**config.mk**
```make
export PLATFORM = sky130hd
export DESIGN_NAME = seven_seg_scan_mux
export DESIGN_NICKNAME = d
export VERILOG_FILES = /design/src/rtl/seven_seg_scan_mux.sv
export SDC_FILE = /design/constraint.sdc
export NUM_CORES = 1
export LEC_CHECK = 0
export BUFFER_PORTS_ARGS = -buffer_cell sky130_fd_sc_hd__buf_2
export CAP_MARGIN = 20
export CORE_ASPECT_RATIO = 1.2
export CORE_UTILIZATION = 60
export DETAILED_ROUTE_END_ITERATION = 7
export PLACE_DENSITY_LB_ADDON = 0.15
export SLEW_MARGIN = 20
export SYNTH_ARGS = -nofsm -noshare
export SYNTH_HDL_FRONTEND = slang
export SYNTH_SLANG_ARGS = --single-unit
```
**constraint.sdc**
```tcl
create_clock -name clk -period 4.8 [get_ports clk]
set_input_delay 1.2 -clock clk [delete_from_list [all_inputs] [get_ports clk]]
set_output_delay 1.2 -clock clk [all_outputs]
set_load 0.02 [all_outputs]
```
**src/rtl/seven_seg_scan_mux.sv**
```systemverilog
// Time-multiplexed driver for an N-digit seven-segment display.
// Hex values and decimal points are latched on load, then one digit is lit per prescaler slot, with a dark gap at the start of each slot.
module seven_seg_scan_mux #(
    parameter int NUM_DIGITS     = 4,
    parameter int REFRESH_DIV    = 100000,
    parameter int BLANK_CYCLES   = 16,
    parameter int LZ_SUPPRESS    = 0,
    parameter int SEG_ACTIVE_LOW = 1,
    parameter int SEL_ACTIVE_LOW = 1
) (
    input  logic                    clk,
    input  logic                    rst,
    input  logic                    load,
    input  logic [4*NUM_DIGITS-1:0] value_in,
    input  logic [NUM_DIGITS-1:0]   dp_in,
    input  logic                    blank,
    output logic [6:0]              seg,
    output logic                    dp,
    output logic [NUM_DIGITS-1:0]   dig_sel,
    output logic                    frame_done
);
    localparam int CW = $clog2(REFRESH_DIV);
    localparam int IW = $clog2(NUM_DIGITS);
    localparam logic [6:0]            SEG_INV = (SEG_ACTIVE_LOW != 0) ? 7'h7F : 7'h00;
    localparam logic                  DP_INV  = (SEG_ACTIVE_LOW != 0);
    localparam logic [NUM_DIGITS-1:0] SEL_INV = (SEL_ACTIVE_LOW != 0) ? {NUM_DIGITS{1'b1}} : '0;

    logic [CW-1:0]           cnt_reg;
    logic [IW-1:0]           idx_reg;
    logic [4*NUM_DIGITS-1:0] shadow_val_reg;
    logic [NUM_DIGITS-1:0]   shadow_dp_reg;
    logic [6:0]              seg_reg;
    logic                    dp_reg;
    logic [NUM_DIGITS-1:0]   sel_reg;
    logic                    frame_done_reg;

    logic [3:0]            nib [NUM_DIGITS];
    logic [NUM_DIGITS-1:0] dark;
    logic [3:0]            cur_nib;
    logic [6:0]            hex_code;
    logic [6:0]            seg_next;
    logic                  dp_next;
    logic [NUM_DIGITS-1:0] sel_next;
    logic                  cnt_last;
    logic                  idx_last;
    logic                  in_gap;

    // A digit above 0 goes dark when it and every more significant nibble are zero.
    genvar gi;
    generate
        for (gi = 0; gi < NUM_DIGITS; gi++) begin : g_digit
            assign nib[gi] = shadow_val_reg[4*gi +: 4];
            if (gi == 0) begin : g_lsd
                assign dark[gi] = 1'b0;
            end else begin : g_upper
                assign dark[gi] = (LZ_SUPPRESS != 0) && ~|shadow_val_reg[4*NUM_DIGITS-1:4*gi];
            end
        end
    endgenerate

    assign cnt_last = (cnt_reg == CW'(REFRESH_DIV - 1));
    assign idx_last = (idx_reg == IW'(NUM_DIGITS - 1));
    assign in_gap   = (32'(cnt_reg) < BLANK_CYCLES);
    assign cur_nib  = nib[idx_reg];

    always_comb begin
        hex_code = 7'h00;
        case (cur_nib)
            4'h0: hex_code = 7'h3F;
            4'h1: hex_code = 7'h06;
            4'h2: hex_code = 7'h5B;
            4'h3: hex_code = 7'h4F;
            4'h4: hex_code = 7'h66;
            4'h5: hex_code = 7'h6D;
            4'h6: hex_code = 7'h7D;
            4'h7: hex_code = 7'h07;
            4'h8: hex_code = 7'h7F;
            4'h9: hex_code = 7'h6F;
            4'hA: hex_code = 7'h77;
            4'hB: hex_code = 7'h7C;
            4'hC: hex_code = 7'h39;
            4'hD: hex_code = 7'h5E;
            4'hE: hex_code = 7'h79;
            4'hF: hex_code = 7'h71;
            default: hex_code = 7'h00;
        endcase
    end

    // Next pin levels in active-high sense, then folded to board polarity.
    always_comb begin
        seg_next = hex_code;
        if (in_gap || blank || dark[idx_reg]) begin
            seg_next = 7'h00;
        end
        dp_next  = ~(in_gap | blank) & shadow_dp_reg[idx_reg];
        sel_next = in_gap ? '0 : (NUM_DIGITS'(1) << idx_reg);
        seg_next = seg_next ^ SEG_INV;
        dp_next  = dp_next ^ DP_INV;
        sel_next = sel_next ^ SEL_INV;
    end

    always_ff @(posedge clk) begin
        if (rst) begin
            cnt_reg        <= '0;
            idx_reg        <= '0;
            shadow_val_reg <= '0;
            shadow_dp_reg  <= '0;
            seg_reg        <= SEG_INV;
            dp_reg         <= DP_INV;
            sel_reg        <= SEL_INV;
            frame_done_reg <= 1'b0;
        end else begin
            if (cnt_last) begin
                cnt_reg <= '0;
                idx_reg <= idx_last ? '0 : idx_reg + 1'b1;
            end else begin
                cnt_reg <= cnt_reg + 1'b1;
            end
            if (load) begin
                shadow_val_reg <= value_in;
                shadow_dp_reg  <= dp_in;
            end
            seg_reg        <= seg_next;
            dp_reg         <= dp_next;
            sel_reg        <= sel_next;
            frame_done_reg <= cnt_last && idx_last;
        end
    end

    assign seg        = seg_reg;
    assign dp         = dp_reg;
    assign dig_sel    = sel_reg;
    assign frame_done = frame_done_reg;

endmodule

```
; Word level (Yosys, flattened, before mapping)
; Memories as Yosys holds them, arrays and structs flattened.
; Cells that the tools add are included.
[op_classes]
add_sub_neg = 2
magnitude_cmp = 3
eq_ne = 2
n_shift = 1
muxes = 10
n_bitwise = 7
reduce_logical = 4
[op_table]
columns = op, n
row1 = "17-bit by 1-bit adder with 17-bit output, second input constant", 1
row2 = "17-bit == test, second input constant", 1
row3 = "17-bit by 5-bit < comparator with 1-bit output, second input constant", 1
row4 = 4-bit two-way mux, 3
row5 = 4-bit binary-select mux with 2-bit select, 1
row6 = 7-bit two-way mux, 1
row7 = 7-bit NOT, 1
row8 = 1-bit binary-select mux with 2-bit select, 2
row9 = 4-bit NOT, 1
row10 = "1-bit by 2-bit left shift with 4-bit output, first input constant", 1
row11 = "3-bit greater-or-equal comparator, second input constant", 1
row12 = "2-bit by 3-bit < comparator with 1-bit output, second input constant", 1
row13 = 2-bit NOT with 3-bit output, 1
row14 = "2-bit by 1-bit adder with 2-bit output, second input constant", 1
row15 = "2-bit == test, second input constant", 1
row16 = 1-bit logical OR, 2
row17 = 1-bit two-way mux, 2
row18 = 2-bit two-way mux, 1
row19 = 1-bit NOT, 2
row20 = 2-bit OR reduction, 1
row21 = 1-bit bitwise AND, 1
row22 = 1-bit logical AND, 1
row23 = 1-bit bitwise OR, 1
[word_totals]
ff_bits = 52
rom_bits = 112
inputBits = 24
output_inout_bits = 13
wordCells = 38
mem_count = 1
[mem_list]
columns = name, words, width, rd, rd_ports_with_merged_regs, write_ports, line
row1 = (name not given), 16, 7, 1, 0, 0, 68  ; case (cur_nib)

; Longest topological paths before layout
; Gate-level depths: netlist (run 1).
; An unclocked memory read counts as a cell.
[depth]
word_depth = 7
ltp_mapped = 7
mapped_depth_nobuf = 6

; Worst setup path after synthesis (run 1)
; No wires, ideal clock.
[synth_timing]
path_type = input -> register
startpoint = in rst
endpoint = reg seg_reg[2], in the netlist seg[2]
setup_ps = 133
arrival_time_ps = 2049
required_time_ps = 4667
slack_ps = 2618
path_stages = 5
path_buffers = 2
cell_sequence = clkbuf_1 -> a41oi_1 -> nor2b_1 -> buf_2 -> o221ai_1
[synth_lines]
columns = element, line
row1 = from (decl), 12  ; input logic rst,
row2 = to (signal assigned), 123  ; seg_reg <= seg_next;
row3 = to (decl), 32  ; logic [6:0] seg_reg;

==> results of run 1 <==
## path summary, 6_finish.rpt
kind,slack (ns),from,endpoint,cells after the start
setup / recovery,2.38,rst,seg[2]$_SDFF_PP1_,4
setup reg to reg,2.57,idx_reg[0]$_SDFFE_PP0N_,seg[4]$_SDFF_PP1_,5
hold / removal,0.45,cnt_reg[0]$_SDFF_PP0_,cnt_reg[0]$_SDFF_PP0_,1
hold reg to reg,0.45,cnt_reg[0]$_SDFF_PP0_,cnt_reg[0]$_SDFF_PP0_,1
## placed cells by master (no fill, tap or decap), types with 2 or more instances in the layout
master                     Yosys  final
sky130_fd_sc_hd__ha_1         11     11
sky130_fd_sc_hd__mux4_2        6      6
sky130_fd_sc_hd__or4_1         3      3
sky130_fd_sc_hd__o21ai_0       4      4
sky130_fd_sc_hd__clkbuf_8      0      7
sky130_fd_sc_hd__mux2i_1      20     20
sky130_fd_sc_hd__nand4_1       6      6
sky130_fd_sc_hd__o21ai_1       4      4
sky130_fd_sc_hd__xor2_1       13     13
sky130_fd_sc_hd__and4_1        2      2
sky130_fd_sc_hd__a21oi_1       9      9
sky130_fd_sc_hd__and3_1        3      3
sky130_fd_sc_hd__or3_1         4      4
sky130_fd_sc_hd__o31ai_1       2      2
sky130_fd_sc_hd__nor2_1       34     34
sky130_fd_sc_hd__nand3_1       8      8
sky130_fd_sc_hd__buf_2         3     36
sky130_fd_sc_hd__nand2_1      14     14
sky130_fd_sc_hd__inv_1         5      5
sky130_fd_sc_hd__dfxtp_1      52     52
sky130_fd_sc_hd__o211ai_1      3      3
## final cells by class
cell class                 count  area share, %
clock inverter                 1           1.12
inverter                       6          0.843
multi-input combinational    168           46.3
tap                           52           2.44
clock buffer                   7           3.61
sequential                    52           39.0
timing repair buffer          36           6.75
## cells by family after synthesis
kind of cell / synth area share, %
adder cells (fa/ha/maj): 5.82
XOR/XNOR: 5.18
AO/OA/AOI/OAI: 7.24
buffers and inverters: 3.81
multiplexers: 14.6
AND/OR/NAND/NOR: 19.3
flip-flops: 44.0
## where the power goes
group / internal (mW) / switching (mW) / total [mW]
Sequential: 0.443 / 0.00835 / 0.452
Combinational: 0.0313 / 0.0332 / 0.0645
Clock: 0.184 / 0.139 / 0.323
Total: 0.658 / 0.181 / 0.839
## metrics by stage
stage                     std cells  instance area (um2)  setup WS, ns  util [%]
after floorplan                 238                 2370          2.62         -
after global placement          314                 2540          2.11      68.9
after detailed placement        314                 2540          2.05      68.9
after CTS                       322                 2670          2.38      72.3
after global routing            322                 2670          2.20      72.3
final                           322                 2670          2.38      72.3
## metal layers
metal	global-route usage, %	wire, um
met1	25.2	1810
met2	45.7	2450
met3	6.22	149
met4	11.4	88
met5	0	0
## worst max-delay path: stages
cell                       delay [ns]
sky130_fd_sc_hd__buf_2           0.24
sky130_fd_sc_hd__a41oi_1         0.40
sky130_fd_sc_hd__nor2b_1         0.52
sky130_fd_sc_hd__o221ai_1        0.21
==> insert_results.sql, run 1 <==
INSERT INTO impl_metrics (metric_group, metric, value, unit) VALUES
('finish', 'layout-area-overhead-vs-synth', '12.9', '%'),
('yosys', 'post-synth-top-count-cell', 'sky130_fd_sc_hd__dfxtp_1', ''),
('cts', 'cts_htree_levels', '2', ''),
('place', 'gp_congestion', '0.813', ''),
('drt', 'drt-vias-per-instance', '5.45', ''),
('die', 'area_enclosed_by_the_die_boundary', '4200', 'um2'),
('drt', 'drt_wl_total', '4.50', 'mm'),
('yosys', 'synth-warning-count', '0', ''),
('pwr', 'largest_vdd_supply_drop', '0.257', 'mV'),
('timing', 'max_freq', '414', 'MHz'),
('global_routing', 'globalRoute.totalOverflow', '0', ''),
('yosys', 'post_synth_inst_count', '238', ''),
('cts', 'clock_sinks', '52', ''),
('timing', 'skew', '0.00255', 'ns'),
('drt', 'via_count', '1755', ''),
('die', 'io_pins', '37', ''),
('global_routing', 'grtUsageTotal', '24.8', '%'),
('die', 'num_rows', '24', ''),
('cts', 'cts_repair_resize_count', '0', ''),
('critical_path', 'crit_type', 'input port to flop', ''),
('drt', 'drc', '0', ''),
('place', 'detailedPlacementHpwl', '3.31', 'mm'),
('timing', 'final-hold-violation-count', '0', ''),
('critical_path', 'end_kind', 'flop', ''),
('finish', 'sequential_standard_cell_area', '1040', 'um2'),
('yosys', 'yosysSeqAreaShare', '44.0', '%'),
('timing', 'final_min_period_over_clock_period', '50.3', '%'),
('cts', 'cts_tree', 'yes', ''),
('finish', 'n_fill_cell', '298', ''),
('run_status', 'run_status', 'finished clean', ''),
('finish', 'finish.net_count', '304', ''),
('yosys', 'synthTopCellsByArea', 'sky130_fd_sc_hd__dfxtp_1, sky130_fd_sc_hd__mux2i_1, sky130_fd_sc_hd__ha_1, sky130_fd_sc_hd__mux4_2, sky130_fd_sc_hd__nor2_1', ''),
('yosys', 'proportion_of_netlist_area_held_by_the_largest_area_contributor', '44.0', '%'),
('die', 'initial_utilization', '64.1', '%'),
('yosys', 'synth.cell_area', '2370', 'um2'),
('timing', 'setup_viol', '0', ''),
('job', 'maxCapViolations', '0', ''),
('yosys', 'synth-edff-count', '0', ''),
('cts', 'tritoncts.num_buffers', '5', ''),
('yosys', 'yosys-top-cells-count', 'sky130_fd_sc_hd__dfxtp_1, sky130_fd_sc_hd__nor2_1, sky130_fd_sc_hd__mux2i_1', ''),
('timing', 'timing.final.max_slew_violations', '0', ''),
('cts', 'clock_latency', '0.30', 'ns'),
('timing', 'fin_tns_setup', '0', 'ns'),
('global_routing', 'wire_length_of_the_first_global_routing_pass', '7.71', 'mm'),
('finish', 'multi_input_comb_area', '1230', 'um2'),
('place', 'place.port_buffers', '36', ''),
('finish', 'n_antenna_cell', '0', ''),
('yosys', 'netlist_cell_types', '46', ''),
('cts', 'clkTransAtPathRegs', '0.09', 'ns'),
('global_routing', 'number_of_antenna_violations_at_the_first_check_in_global_routing', '0', ''),
('pwr', 'fin_total_pwr', '0.839', 'mW'),
('drt', 'wl_per_cell', '14.0', 'um'),
('global_routing', 'grt_max_degree', '26', ''),
('cts', 'cts_setup_buffers', '0', ''),
('cts', 'cts_root_buffer', 'sky130_fd_sc_hd__clkbuf_8', ''),
('timing', 'worst_slew_slack_as_a_fraction_of_its_limit', '54.1', '%'),
('cts', 'hold_buffers', '0', ''),
('critical_path', 'critical_path_peak_fanout', '25', ''),
('yosys', 'post_synth.cell_area_avg', '9.94', 'um2'),
('drt', 'detailedRoute.firstIterationViolations', '66', ''),
('cts', 'maximum_clock_path_buffer_count', '2', ''),
('pwr', 'power.density', '314', 'nW/um2'),
('pwr', 'power.static_leakage', '1.08', 'nW'),
('die', 'core_area', '3690', 'um2'),
('yosys', 'synth_top_flop_cell', 'sky130_fd_sc_hd__dfxtp_1', ''),
('hold_path', 'hp_class', 'flop to flop', ''),
('critical_path', 'cp.arrival', '2.58', 'ns'),
('critical_path', 'start_kind', 'input port', ''),
('timing', 'pin_slew_with_the_least_headroom_to_its_limit', '0.688', 'ns'),
('die', 'chipWidth', '59.3', 'um'),
('timing', 'period_minus_slack', '2.42', 'ns'),
('yosys', 'cell_type_contributing_the_most_total_cell_area_after_synthesis', 'sky130_fd_sc_hd__dfxtp_1', ''),
('drt', 'drtPass1Iterations', '4', ''),
('timing', 'hold_slack', '0.452', 'ns'),
('finish', 'max_reg_flops', '17', ''),
('global_routing', 'grt_pass1_vias', '1775', ''),
('timing', 'rsz0062_at_grt', 'no', ''),
('die', 'die_h', '70.8', 'um'),
('drt', 'postRouteAntennaNets', '0', ''),
('yosys', 'async_reset_ff_share', '0', '%'),
('yosys', 'syn-num-nets', '273', ''),
('yosys', 'count_of_state_elements_after_synthesis', '52', ''),
('critical_path', 'cp.required', '4.96', 'ns'),
('finish', 'post_route_cells_drive_above_1_share', '21.5', '%');
Note: power is estimated with default switching activity, not from simulation.
==> run 2: changes to the inputs <==
Settings changed: ABC_AREA set to 1, CORE_UTILIZATION 60 to 57.
Clock period 4.8 ns to 2.35 ns, I/O delays scaled along.
==> run 2 against run 1 <==
Critical path depth increased by 7; sequential share of layout area decreased by 3.1 points; global-route usage decreased by 1.7 points; synthesized cell count increased by 51%; critical endpoint is now seg[0]$_SDFF_PP1_; highest routed layer unchanged.
==> insert_results.sql, run 2 <==
INSERT INTO impl_metrics (metric_group, metric, value, unit) VALUES
('global_routing', 'wire_length_of_the_first_global_routing_pass', '8.57', 'mm'),
('hold_path', 'hp_class', 'flop to flop', ''),
('die', 'initial_utilization', '60.1', '%'),
('timing', 'final_min_period_over_clock_period', '74.8', '%'),
('die', 'die_h', '75.7', 'um'),
('drt', 'wl_met1', '2.45', 'mm'),
('pwr', 'p_seq_share', '55.7', '%'),
('finish', 'finish.net_count', '432', ''),
('yosys', 'count_of_state_elements_after_synthesis', '52', ''),
('yosys', 'synth-warning-count', '0', ''),
('timing', 'max_freq', '569', 'MHz'),
('drt', 'drtPass1Iterations', '4', ''),
('finish', 'leading_cell_types_in_the_layout_fill_and_taps_excluded', 'sky130_fd_sc_hd__nand2_1, sky130_fd_sc_hd__nor2_1, sky130_fd_sc_hd__dfxtp_1, sky130_fd_sc_hd__nand3_1, sky130_fd_sc_hd__buf_2', ''),
('place', 'detailedPlacementHpwl', '3.82', 'mm'),
('pwr', 'power.static_leakage', '1.23', 'nW'),
('global_routing', 'globalRoute.totalOverflow', '0', ''),
('run_status', 'run_status', 'finished clean', ''),
('die', 'num_rows', '26', ''),
('die', 'core_area', '4290', 'um2'),
('timing', 'postLayoutSetupSlackWorst', '0.591', 'ns'),
('timing', 'skew', '0.0102', 'ns'),
('timing', 'fin_tns_setup', '0', 'ns'),
('yosys', 'synthTopCellsByArea', 'sky130_fd_sc_hd__dfxtp_1, sky130_fd_sc_hd__nand2_1, sky130_fd_sc_hd__nor2_1, sky130_fd_sc_hd__nand3_1, sky130_fd_sc_hd__ha_1', ''),
('yosys', 'syn-num-nets', '395', ''),
('cts', 'cts_htree_levels', '2', ''),
('cts', 'cts_tree', 'yes', ''),
('cts', 'cts_setup_buffers', '0', ''),
('critical_path', 'crit_buf_inv', '3', ''),
('pwr', 'power.density', '574', 'nW/um2'),
('timing', 'hold_slack', '0.466', 'ns'),
('yosys', 'synth_top_flop_cell', 'sky130_fd_sc_hd__dfxtp_1', ''),
('finish', 'max_reg_flops', '17', ''),
('global_routing', 'grt_pass1_vias', '1916', ''),
('critical_path', 'critical-path-top-cell-by-count', 'sky130_fd_sc_hd__nand2_1', ''),
('global_routing', 'number_of_antenna_violations_at_the_first_check_in_global_routing', '0', ''),
('yosys', 'cell_type_contributing_the_most_total_cell_area_after_synthesis', 'sky130_fd_sc_hd__dfxtp_1', ''),
('global_routing', 'grtUsageTotal', '23.0', '%'),
('critical_path', 'cp.arrival', '1.96', 'ns'),
('finish', 'post_route_cells_drive_above_1_share', '18.6', '%'),
('yosys', 'proportion_of_netlist_area_held_by_the_largest_area_contributor', '40.3', '%'),
('drt', 'via_count', '2280', ''),
('pwr', 'power.combinational.fraction', '8.4', '%'),
('yosys', 'async_reset_ff_share', '0', '%'),
('cts', 'clock_sinks', '52', ''),
('critical_path', 'critical-path-top-delay-family', 'simple AND/OR/NAND/NOR gates', ''),
('yosys', 'post_synth.cell_area_avg', '7.17', 'um2'),
('finish', 'final_core_util', '67.5', '%'),
('critical_path', 'crit_type', 'flop to flop', ''),
('drt', 'highest_layer', 'met4', ''),
('die', 'chipWidth', '63.4', 'um'),
('place', 'place.port_buffers', '36', ''),
('place', 'detailedPlace.worstSlack', '0.617', 'ns'),
('finish', 'n_antenna_cell', '0', ''),
('finish', 'final_cells', '454', ''),
('yosys', 'synth.cell_area', '2580', 'um2'),
('critical_path', 'slowest_cell_delay_on_critical_path', '0.32', 'ns'),
('place', 'gp_congestion', '0.886', ''),
('job', 'maxCapViolations', '0', ''),
('yosys', 'yosysSeqAreaShare', '40.3', '%'),
('cts', 'clock_latency', '0.30', 'ns'),
('finish', 'n_fill_cell', '395', ''),
('critical_path', 'end_kind', 'flop', ''),
('drt', 'postRouteAntennaNets', '0', ''),
('pwr', 'intPower', '1.28', 'mW'),
('timing', 'rsz0062_at_grt', 'no', ''),
('timing', 'setup_viol', '0', ''),
('cts', 'cts_repair_resize_count', '0', ''),
('critical_path', 'critical_path.slowest_cell', 'sky130_fd_sc_hd__dfxtp_1', ''),
('finish', 'final_common_cell', 'sky130_fd_sc_hd__nand2_1', ''),
('pwr', 'switching_power', '0.383', 'mW'),
('die', 'io_pins', '37', ''),
('drt', 'met3WireLength', '179', 'um'),
('place', 'dpl.cell_count', '446', ''),
('timing', 'worst_slew_slack_as_a_fraction_of_its_limit', '58.1', '%'),
('drt', 'met2WireLength', '2.49', 'mm'),
('die', 'area_enclosed_by_the_die_boundary', '4810', 'um2'),
('critical_path', 'start_kind', 'flop', ''),
('finish', 'layout-area-overhead-vs-synth', '12.2', '%'),
('timing', 'pin_slew_with_the_least_headroom_to_its_limit', '0.628', 'ns'),
('yosys', 'post_synth_inst_count', '360', ''),
('timing', 'period_minus_slack', '1.76', 'ns'),
('cts', 'maximum_clock_path_buffer_count', '2', ''),
('drt', 'drt-vias-per-instance', '5.02', ''),
('cts', 'clkTransAtPathRegs', '0.09', 'ns'),
('timing', 'timing.final.max_slew_violations', '0', ''),
('pwr', 'largest_vdd_supply_drop', '0.446', 'mV'),
('timing', 'final-hold-violation-count', '0', ''),
('global_routing', 'grt_max_degree', '28', ''),
('cts', 'hold_buffers', '0', ''),
('pwr', 'switching_share', '23.0', '%'),
('drt', 'drc', '0', ''),
('yosys', 'synth-edff-count', '0', ''),
('cts', 'tritoncts.num_buffers', '5', ''),
('drt', 'detailedRoute.firstIterationViolations', '156', ''),
('yosys', 'yosys-top-cells-count', 'sky130_fd_sc_hd__nand2_1, sky130_fd_sc_hd__nor2_1, sky130_fd_sc_hd__dfxtp_1', ''),
('drt', 'drt_wl_total', '5.18', 'mm'),
('critical_path', 'cp.required', '2.55', 'ns'),
('cts', 'cts_root_buffer', 'sky130_fd_sc_hd__clkbuf_8', ''),
('drt', 'wl_per_cell', '11.4', 'um'),
('yosys', 'netlist_cell_types', '26', ''),
('critical_path', 'critical_path_peak_fanout', '14', ''),
('critical_path', 'cp_cell_sequence', 'buf_4 -> inv_2 -> nand2_1 -> nand3_1 -> nand2_1 -> inv_1 -> ha_1 -> nand3_1 -> nor2_1 -> nor2_1 -> nand2_1', ''),
('yosys', 'post-synth-top-count-cell', 'sky130_fd_sc_hd__nand2_1', ''),
('pwr', 'clockPowerShare', '35.9', '%');
==> run 2: cell types whose count changed in the layout (fill, tap and decap cells not counted), sizes merged, moves of 6 or more <==
cell	previous run	this run
mux4	6	0
a21oi	9	16
nor2	34	71
nand3	9	41
inv	6	33
mux2i	20	0
xor2	13	3
nand2	15	87
o21ai	8	26
==> run 2: layout make-up <==
type	instances	area, um2	share of cell area (%)
Timing Repair Buffer	38	195	6.74
Tap cell	56	70.1	2.42
Clock inverter	2	35.0	1.21
Multi-Input combinational cell	265	1350	46.7
Clock buffer	6	72.6	2.50
Sequential cell	52	1040	35.9
Inverter	35	131	4.53
==> run 2: routing by layer <==
metal	vias up	global-route usage (%)
li1	1218	-
met1	1005	29.0
met2	51	39.0
met3	6	4.94
met4	0	8.59
met5	-	0
==> run 2: worst register-to-register path: stages (launching register included) <==
cell and delay [ns]:
sky130_fd_sc_hd__dfxtp_1 0.32, sky130_fd_sc_hd__buf_4 0.18, sky130_fd_sc_hd__inv_2 0.12, sky130_fd_sc_hd__nand2_1 0.08, sky130_fd_sc_hd__nand3_1 0.06, sky130_fd_sc_hd__nand2_1 0.19, sky130_fd_sc_hd__inv_1 0.11, sky130_fd_sc_hd__ha_1 0.25
sky130_fd_sc_hd__nand3_1 0.09, sky130_fd_sc_hd__nor2_1 0.05, sky130_fd_sc_hd__nor2_1 0.14, sky130_fd_sc_hd__nand2_1 0.06
==> run 2: power groups by stage <==
stage | combinational (mW) | clock, mW | sequential, mW
floorplan | 0.104 | 0 | 0.939
global placement | 0.136 | 0 | 0.945
detailed placement | 0.139 | 0 | 0.946
CTS | 0.140 | 0.611 | 0.925
global route | 0.161 | 0.652 | 0.928
finish | 0.140 | 0.597 | 0.925
==> run 2: path summary, 6_finish.rpt <==
kind	startpoint	endpoint	slack [ns]	cells after the start
worst min-delay path	shadow_val_reg[7]$_SDFFE_PP0P_	shadow_val_reg[7]$_SDFFE_PP0P_	0.47	2
worst max-delay path	idx_reg[0]$_SDFFE_PP0N_	seg[0]$_SDFF_PP1_	0.59	11
worst max register to register	idx_reg[0]$_SDFFE_PP0N_	seg[0]$_SDFF_PP1_	0.59	11
worst min register to register	shadow_val_reg[7]$_SDFFE_PP0P_	shadow_val_reg[7]$_SDFFE_PP0P_	0.47	2
==> run 2: cell families (layout without fill, tap and decap cells) <==
logic type               Yosys count  after routing  synth area share [%]
AO/OA/AOI/OAI                     42             42                  8.87
XOR/XNOR                           3              3                  1.02
adder cells (fa/ha/maj)           11             11                  5.33
buffers and inverters             43             81                  7.32
flip-flops                        52             52                  40.3
AND/OR/NAND/NOR                  209            209                  37.2
==> run 2: per-stage QoR <==
step	instance area [um2]	total power, mW
floorplan	2580	1.04
global placement	2790	1.08
detailed placement	2790	1.08
CTS	2900	1.68
global route	2900	1.74
finish	2900	1.66
==> run 3: changes to the inputs <==
Clock period 2.35 ns to 1.7 ns, I/O delays scaled along.
==> run 3 against run 2 <==
Cell area is 1.3% higher; global-route usage is 0.46 points higher; register-to-register slack worse by 0.46 ns; critical path depth is 1 lower; final cell count is 0.88% higher; critical path type unchanged; utilization is 0.84 points higher; clock skew is 0.0029 ns higher; worst setup slack worse by 0.46 ns.
==> insert_results.sql, run 3 (same netlist as run 2, synthesis figures left out) <==
INSERT INTO impl_metrics (metric_group, metric, value, unit) VALUES
('run_status', 'run_status', 'finished clean', ''),
('global_routing', 'busiest_grt_layer', 'met2', ''),
('cts', 'cts_tree', 'yes', ''),
('global_routing', 'number_of_antenna_violations_at_the_first_check_in_global_routing', '0', ''),
('timing', 'final-hold-violation-count', '0', ''),
('finish', 'leading_cell_types_in_the_layout_fill_and_taps_excluded', 'sky130_fd_sc_hd__nand2_1, sky130_fd_sc_hd__nor2_1, sky130_fd_sc_hd__dfxtp_1, sky130_fd_sc_hd__nand3_1, sky130_fd_sc_hd__buf_2', ''),
('cts', 'cts_root_buffer', 'sky130_fd_sc_hd__clkbuf_8', ''),
('pwr', 'switching_power', '0.533', 'mW'),
('critical_path', 'slowest_cell_delay_on_critical_path', '0.32', 'ns'),
('die', 'initial_utilization', '60.1', '%'),
('timing', 'period_minus_slack', '1.57', 'ns'),
('timing', 'final_min_period_over_clock_period', '92.4', '%'),
('drt', 'drtPass1Iterations', '5', ''),
('timing', 'max_freq', '636', 'MHz'),
('timing', 'rsz0062_at_grt', 'yes', ''),
('critical_path', 'crit_buf_inv', '2', ''),
('hold_path', 'worst_hold_path.num_cells', '3', ''),
('finish', 'final_common_cell', 'sky130_fd_sc_hd__nand2_1', ''),
('finish', 'layout-area-overhead-vs-synth', '13.6', '%'),
('critical_path', 'cp.arrival', '1.77', 'ns'),
('die', 'num_rows', '26', ''),
('critical_path', 'critical_path_peak_fanout', '13', ''),
('critical_path', 'start_kind', 'flop', ''),
('timing', 'postLayoutSetupSlackWorst', '0.129', 'ns'),
('place', 'detailedPlace.worstSlack', '0.0733', 'ns'),
('finish', 'finish.net_count', '436', ''),
('cts', 'clock_sinks', '52', ''),
('die', 'area_enclosed_by_the_die_boundary', '4810', 'um2'),
('drt', 'postRouteAntennaNets', '0', ''),
('timing', 'skew', '0.0130', 'ns'),
('critical_path', 'cp.depth', '10', ''),
('drt', 'drt_wl_total', '5.31', 'mm'),
('timing', 'pin_slew_with_the_least_headroom_to_its_limit', '0.486', 'ns'),
('pwr', 'largest_vdd_supply_drop', '0.506', 'mV'),
('pwr', 'p_seq_share', '55.4', '%'),
('place', 'dpl.cell_count', '450', ''),
('pwr', 'power.static_leakage', '1.25', 'nW'),
('global_routing', 'globalRoute.totalOverflow', '0', ''),
('pwr', 'clockPowerShare', '35.9', '%'),
('drt', 'drt-vias-per-instance', '5.14', ''),
('timing', 'worst_slew_slack_as_a_fraction_of_its_limit', '67.4', '%'),
('finish', 'post_route_cells_drive_above_1_share', '20.1', '%'),
('global_routing', 'wire_length_of_the_first_global_routing_pass', '8.83', 'mm'),
('hold_path', 'hp_class', 'input port to flop', ''),
('critical_path', 'critical-path-top-delay-family', 'simple AND/OR/NAND/NOR gates', ''),
('pwr', 'power.density', '786', 'nW/um2'),
('critical_path', 'crit_type', 'flop to flop', ''),
('critical_path', 'end_kind', 'flop', ''),
('die', 'core_area', '4290', 'um2'),
('pwr', 'switching_share', '23.1', '%'),
('job', 'maxCapViolations', '0', ''),
('critical_path', 'cp.required', '1.90', 'ns'),
('cts', 'tritoncts.num_buffers', '5', ''),
('drt', 'wl_per_cell', '11.6', 'um'),
('global_routing', 'met3_global_route_usage', '4.94', '%'),
('global_routing', 'grt_util_met1', '27.1', '%'),
('global_routing', 'grt_pass1_vias', '2064', ''),
('timing', 'timing.final.max_slew_violations', '0', ''),
('drt', 'via_count', '2356', ''),
('global_routing', 'grt_util_met2', '43.0', '%'),
('pwr', 'power.combinational.fraction', '8.7', '%'),
('die', 'die_h', '75.7', 'um'),
('global_routing', 'grtUsageTotal', '23.5', '%'),
('finish', 'final_cells', '458', ''),
('critical_path', 'reg2regPathDepth', '10', ''),
('finish', 'max_reg_flops', '17', ''),
('critical_path', 'cp_cell_sequence', 'buf_4 -> nand2_1 -> nand3_1 -> nand2_2 -> inv_1 -> ha_1 -> nand3_1 -> nor2_1 -> nor2_1 -> nand2_1', ''),
('finish', 'n_antenna_cell', '0', ''),
('finish', 'final_core_util', '68.3', '%'),
('cts', 'clkTransAtPathRegs', '0.09', 'ns'),
('cts', 'cts_htree_levels', '2', ''),
('pwr', 'intPower', '1.77', 'mW'),
('cts', 'clock_latency', '0.31', 'ns'),
('place', 'gp_congestion', '0.858', ''),
('critical_path', 'critical_path.slowest_cell', 'sky130_fd_sc_hd__dfxtp_1', ''),
('place', 'place.port_buffers', '36', ''),
('finish', 'n_fill_cell', '406', ''),
('drt', 'detailedRoute.firstIterationViolations', '117', ''),
('cts', 'maximum_clock_path_buffer_count', '2', ''),
('cts', 'cts_setup_buffers', '0', ''),
('drt', 'drc', '0', ''),
('die', 'chipWidth', '63.4', 'um'),
('place', 'detailedPlacementHpwl', '3.96', 'mm'),
('die', 'io_pins', '37', ''),
('timing', 'setup_viol', '0', ''),
('global_routing', 'grt_max_degree', '18', '');
==> run 3: path summary, 6_finish.rpt <==
kind | start | endpoint | slack (ns)
setup / recovery | idx_reg[0]$_SDFFE_PP0N_ | seg[0]$_SDFF_PP1_ | 0.13
hold / removal | value_in[0] | shadow_val_reg[0]$_SDFFE_PP0P_ | 0.33
hold reg to reg | cnt_reg[0]$_SDFF_PP0_ | cnt_reg[0]$_SDFF_PP0_ | 0.46
setup reg to reg | idx_reg[0]$_SDFFE_PP0N_ | seg[0]$_SDFF_PP1_ | 0.13
==> run 3: area by class of cell <==
type,instances,area [um2],area share (%)
inverter,35,131,4.48
clock inverter,2,35.0,1.19
tap,56,70.1,2.39
sequential,52,1040,35.5
multi-input combinational,265,1360,46.3
timing repair buffer,42,225,7.68
clock buffer,6,72.6,2.47
==> run 3: worst min-delay path, delay by kind of cell <==
family                 cells  cell delay (ns)
AND/OR/NAND/NOR            2             0.11
buffers and inverters      1             0.07
==> run 3: routing by layer <==
layer | vias to the layer above | wire, um
li1 | 1224 | -
met1 | 1054 | 2390
met2 | 68 | 2610
met3 | 10 | 218
met4 | 0 | 86
met5 | - | 0
==> run 3: power by group through the flow <==
stage	Clock (mW)	Combinational [mW]	Sequential, mW
after floorplan	0	0.143	1.30
after global placement	0	0.194	1.30
after detailed placement	0	0.199	1.31
after CTS	0.842	0.200	1.28
after global routing	0.892	0.232	1.28
final	0.827	0.201	1.28
==> run 3: per-stage QoR <==
stage / setup TNS (ns) / area [um2] / total power [mW] / hold WS [ns]
2_1_floorplan: 0 / 2580 / 1.44 / 0.427
3_3_place_gp: 0 / 2820 / 1.50 / 0.440
3_5_place_dp: 0 / 2820 / 1.50 / 0.447
4_1_cts: 0 / 2930 / 2.32 / 0.327
5_1_grt: -0.0109 / 2930 / 2.41 / 0.337
6_report: 0 / 2930 / 2.31 / 0.329
==> run 3: repair_timing <==
action                     4_1_cts  5_1_grt
resized for setup                0        3
setup endpoints to repair        0        4
hold buffers                     0        0
